===== src/rtl/cbus_arbiter.sv =====
`default_nettype none
// ============================================================================
// Module      : cbus_arbiter
// Description : Round-robin arbiter that shares one cache-bus master port
//               among NUM_REQ requesters. A grant is held for a whole
//               transaction, single beat or burst, until the final beat.
//               While a requester is granted, its request fields pass to the
//               bus unchanged and the bus responses return only to it.
//
// Ports:
//   clk, reset            clock, asynchronous active-high reset
//   ireq_*   (in)         per-requester request fields, packed by index
//   iresp_*  (out)        per-requester response (ready/last/data)
//   oreq_*   (out)        bus-side request of the granted requester
//   oresp_*  (in)         bus-side response
//   busy     (out)        high while a transaction is granted
//   grant_idx(out)        currently / most recently granted requester
//
// Revision    : 1.0  initial release
// ============================================================================
module cbus_arbiter #(
    parameter int NUM_REQ = 2,
    parameter int IDX_W   = 1
) (
    input  logic                    clk,
    input  logic                    reset,
    input  logic [NUM_REQ-1:0]      ireq_valid,
    input  logic [NUM_REQ-1:0]      ireq_is_write,
    input  logic [NUM_REQ*3-1:0]    ireq_size,
    input  logic [NUM_REQ*32-1:0]   ireq_addr,
    input  logic [NUM_REQ*4-1:0]    ireq_strobe,
    input  logic [NUM_REQ*32-1:0]   ireq_data,
    input  logic [NUM_REQ*4-1:0]    ireq_len,
    output logic [NUM_REQ-1:0]      iresp_ready,
    output logic [NUM_REQ-1:0]      iresp_last,
    output logic [NUM_REQ*32-1:0]   iresp_data,
    output logic                    oreq_valid,
    output logic                    oreq_is_write,
    output logic [2:0]              oreq_size,
    output logic [31:0]             oreq_addr,
    output logic [3:0]              oreq_strobe,
    output logic [31:0]             oreq_data,
    output logic [3:0]              oreq_len,
    input  logic                    oresp_ready,
    input  logic                    oresp_last,
    input  logic [31:0]             oresp_data,
    output logic                    busy,
    output logic [IDX_W-1:0]        grant_idx
);

    typedef enum logic [0:0] {
        ST_IDLE = 1'b0,
        ST_BUSY = 1'b1
    } state_t;

    state_t             r_state;
    state_t             w_state_nxt;
    logic [IDX_W-1:0]   r_sel;
    logic [IDX_W-1:0]   w_sel_nxt;
    logic [IDX_W-1:0]   r_last_grant;
    logic [IDX_W-1:0]   w_last_grant_nxt;
    logic [IDX_W-1:0]   w_pick;
    logic [31:0]        w_cand;
    logic               w_any_valid;

    // ------------------------------------------------------------------------
    // Round-robin pick: scan last_grant+1, last_grant+2, ... modulo NUM_REQ.
    // The loop runs from the farthest candidate to the nearest so that the
    // nearest valid requester is the final assignment and therefore wins.
    // ------------------------------------------------------------------------
    always_comb begin
        w_pick = '0;
        w_cand = '0;
        for (int i = NUM_REQ; i >= 1; i--) begin
            w_cand = 32'((int'(r_last_grant) + i) % NUM_REQ);
            if (ireq_valid[w_cand[IDX_W-1:0]]) begin
                w_pick = w_cand[IDX_W-1:0];
            end
        end
    end

    assign w_any_valid = |ireq_valid;

    // ------------------------------------------------------------------------
    // State register
    // ------------------------------------------------------------------------
    always_ff @(posedge clk or posedge reset) begin
        if (reset) begin
            r_state      <= ST_IDLE;
            r_sel        <= '0;
            r_last_grant <= IDX_W'(NUM_REQ - 1);
        end else begin
            r_state      <= w_state_nxt;
            r_sel        <= w_sel_nxt;
            r_last_grant <= w_last_grant_nxt;
        end
    end

    // ------------------------------------------------------------------------
    // Next-state logic. Burst length is not counted: the bus-side last beat
    // alone ends the grant.
    // ------------------------------------------------------------------------
    always_comb begin
        w_state_nxt      = r_state;
        w_sel_nxt        = r_sel;
        w_last_grant_nxt = r_last_grant;
        case (r_state)
            ST_IDLE: begin
                if (w_any_valid) begin
                    w_sel_nxt   = w_pick;
                    w_state_nxt = ST_BUSY;
                end
            end
            ST_BUSY: begin
                if (oresp_ready && oresp_last) begin
                    w_last_grant_nxt = r_sel;
                    w_state_nxt      = ST_IDLE;
                end
            end
            default: begin
                w_state_nxt = ST_IDLE;
            end
        endcase
    end

    // ------------------------------------------------------------------------
    // Forwarding. Everything is zero in IDLE, so a bus response arriving in
    // IDLE never reaches any requester.
    // ------------------------------------------------------------------------
    always_comb begin
        oreq_valid    = 1'b0;
        oreq_is_write = 1'b0;
        oreq_size     = '0;
        oreq_addr     = '0;
        oreq_strobe   = '0;
        oreq_data     = '0;
        oreq_len      = '0;
        iresp_ready   = '0;
        iresp_last    = '0;
        iresp_data    = '0;
        if (r_state == ST_BUSY) begin
            for (int j = 0; j < NUM_REQ; j++) begin
                if (r_sel == IDX_W'(j)) begin
                    oreq_valid            = ireq_valid[j];
                    oreq_is_write         = ireq_is_write[j];
                    oreq_size             = ireq_size[j*3 +: 3];
                    oreq_addr             = ireq_addr[j*32 +: 32];
                    oreq_strobe           = ireq_strobe[j*4 +: 4];
                    oreq_data             = ireq_data[j*32 +: 32];
                    oreq_len              = ireq_len[j*4 +: 4];
                    iresp_ready[j]        = oresp_ready;
                    iresp_last[j]         = oresp_last;
                    iresp_data[j*32 +: 32] = oresp_data;
                end
            end
        end
    end

    assign busy      = (r_state == ST_BUSY);
    assign grant_idx = r_sel;

endmodule
`default_nettype wire

===== config.mk =====
export PLATFORM = sky130hd
export DESIGN_NAME = cbus_arbiter
export DESIGN_NICKNAME = d
export VERILOG_FILES = /design/src/rtl/cbus_arbiter.sv
export SDC_FILE = /design/constraint.sdc
export NUM_CORES = 1
export LEC_CHECK = 0
export CORE_AREA = 4 4 130 132
export CTS_CLUSTER_DIAMETER = 200
export CTS_CLUSTER_SIZE = 8
export DETAILED_ROUTE_END_ITERATION = 7
export DIE_AREA = 0 0 134 136
export HOLD_SLACK_MARGIN = 0.15
export PLACE_DENSITY = 0.56
export REMOVE_ABC_BUFFERS = 1
export SKIP_CTS_REPAIR_TIMING = 1
export SYNTH_ARGS = -nofsm -noshare
export SYNTH_HDL_FRONTEND = slang
export SYNTH_SLANG_ARGS = --single-unit

===== constraint.sdc =====
create_clock -name clk -period 1.2 [get_ports clk]
set_clock_uncertainty 0.05 [all_clocks]
set_input_delay 0.24 -clock clk [delete_from_list [all_inputs] [get_ports clk]]
set_output_delay 0.24 -clock clk [all_outputs]
set_load 0.03 [all_outputs]

==> results.py <==
metrics = {
    "status": {
        "status": "finished with violations",
        "violations": "negative setup slack",
    },
    "synthesis": {
        "syn_avg_cell_area_um2": 7.02,
        "synth.cell_area_um2": 1840,
        "yosysTopAreaCellShare_pct": 41.9,
        "muxShareOfSynthArea_pct": 42.5,
        "yosys-top-cells-area": "mux2i_1 (42%), nor2_1 (16%), and2_1 (12%)",
        "synth_cell_type_count": 21,
        "synth.yosys.seq_area_share_pct": 4.15,
        "yosys_register_bits": 3,
        "synth_top_family_by_area": "multiplexers",
        "synthCells": 262,
        "synth_compound_area_share_pct": 1.02,
        "synth_adder_area_share_pct": 0,
        "synth_area_leader_cell": "mux2i_1",
        "yosysWarnings": 0,
        "synth_xor_area_share_pct": 0,
        "synth-simple-area-share_pct": 40.4,
    },
    "global_routing": {
        "grt_pass1_wl_um": 18000,
        "antenna_found_initial": 0,
        "grt_pass1_vias": 3218,
        "grtUsageTotal_pct": 12.3,
        "grt_max_degree": 44,
        "grt_overflow": 0,
    },
    "critical_path": {
        "crit_required_ns": 0.91,
        "cp-start-kind": "flip-flop",
        "r2r_setup_slack_ns": -0.12,
        "crit_type": "flip-flop to output pin",
        "endpoint_kind": "output pin",
        "r2r_end": "r_last_grant",
        "reg2regPathDepth": 4,
        "cp_max_fo": 23,
        "worst_ep_arrival_time_ns": 1.51,
        "r2r-start": "busy",
    },
    "worst_hold_path": {
        "hold_path.class": "primary input to async pin",
    },
    "die": {
        "die_w_um": 134,
        "core-area_um2": 15700,
        "die_y_um": 136,
        "std_cell_rows": 46,
        "start_util_pct": 11.7,
        "die-area_um2": 18200,
        "ios": 337,
    },
    "clock_network": {
        "root_buffer": "clkbuf_16",
        "clk_pin_slew_worst_paths_ns": 0.03,
        "cts_tree": "done",
        "clk_latency_ns": 0.22,
        "cts.sinks": 3,
        "cts_made_buffers": 3,
        "htreeDepth": 1,
        "clockBufferDepth": 2,
    },
    "job": {
        "cap_violations": 0,
    },
    "power_and_ir_drop": {
        "ir_drop_mv": 0.460,
        "p_leak_nw": 2.79,
        "power_density_nw_per_um2": 1290,
    },
    "route": {
        "wl_per_cell_um": 16.1,
        "vias": 3164,
        "drt_iter0_drc": 53,
        "dr.pass1.iters": 4,
        "antenna_left": 0,
        "drc": 0,
        "drt-vias-per-instance": 3.89,
        "routed_wl_um": 13100,
    },
    "final_layout": {
        "n_antenna_cell": 0,
        "drive_gt1_share_pct": 33.8,
        "final_area_um2": 5880,
        "utilization_pct": 37.5,
        "syn_to_final_growth_pct": 220,
        "num-fill-cells": 1568,
        "nNetsFinal": 788,
    },
    "timing": {
        "rsz0062_at_grt": "yes",
        "setup_viol": 150,
        "slew_violations": 0,
        "fin_crit_ns": 1.80,
        "fin_ws_ns": -0.595,
        "relSlewSlack_pct": 85.3,
        "worst_pin_slew_ns": 0.214,
        "fin_crit_sh_pct": 150,
        "clock.fmax_mhz": 557,
        "whs_ns": 0.145,
        "hold_violations": 0,
    },
    "placement": {
        "hpwl_um": 11200,
        "pre_cts_ws_ns": -0.408,
        "gp_congestion": 0.857,
        "dpl_cell_area_um2": 5500,
        "portBuffers": 336,
    },
}
area by class of cell:
type	count	area (um^2)	share of cell area, %
Sequential cell	3	81.3	1.38
Multi-Input combinational cell	229	1610	27.4
Timing Repair Buffer	359	3830	65.1
Tap cell	216	270	4.59
Inverter	2	10.0	0.170
Clock buffer	4	78.8	1.34
cell usage after synthesis:
cell	instances
mux2i_1	77
nor2_1	77
and2_1	34
and3_1	34
clkbuf_1	12
buf_4	6
buf_12	4
clkbuf_2	3
buf_2	2
dfrtp_1	2
a32o_1	1
buf_8	1
dfstp_2	1
inv_1	1
inv_2	1
mux2_2	1
nand2_1	1
nand2b_1	1
nand3_1	1
nor2b_4	1
o31a_1	1
power breakdown:
part           leakage (nW)  switching (mW)  internal [mW]  total, mW
sequential           0.0309          0.0689          0.147      0.216
clock                0.0382          0.0932          0.439      0.532
combinational          2.72            3.55           3.31       6.86
total                  2.79            3.71           3.90       7.61
state kept, by name (all words and copies together) (netlist names):
register / count
busy: 1
grant_idx: 1
r_last_grant: 1
critical path, stage by stage, from the launching register on:
cell	delay (ns)
dfrtp_4	0.53
buf_12	0.23
mux2i_1	0.26
nor2_1	0.10
buf_12	0.15
placed cells by master, fill, tap and decap left out, types with 4 or more instances in the layout:
cell type and instances:
clkdlybuf4s50_1 189, buf_4 92, mux2i_1 77, nor2_1 59, buf_12 37, buf_6 37
and2_1 33, and3_1 30, nor2_2 18, clkbuf_16 5, and3_4 4
kinds of logic after synthesis:
group	count (synthesis)
and+or+nand+nor	149
muxes	78
buffers and inverters	30
DFF	3
AOI/OAI and AO/OA	2
per-layer routing:
metal / wire length, um / track usage [%]
met1: 4780 / 13.0
met2: 6740 / 23.8
met3: 1390 / 3.96
met4: 186 / 2.11
met5: 0 / 0
per-stage QoR:
step	TNS (ns)	std cells	power [mW]
4_1_cts	-78.50	809	7.31
3_5_place_dp	-43.77	805	6.77
2_1_floorplan	-431.89	234	2.92
6_report	-76.74	813	7.61
3_3_place_gp	-40.74	805	6.71
5_1_grt	-85.81	813	7.97
worst max path at each step:
stage	startpoint	slack (ns)	endpoint	cells past startpoint
3_5_place_dp	grant_idx	-0.41	iresp_data[61]	4
2_1_floorplan	grant_idx	-2.99	iresp_data[0]	2
6_report	grant_idx	-0.60	oreq_data[16]	4
3_3_place_gp	grant_idx	-0.36	iresp_data[45]	4
5_1_grt	grant_idx	-0.65	oreq_addr[1]	4
4_1_cts	grant_idx	-0.65	iresp_data[61]	4
(Power assumes the default switching activity.)
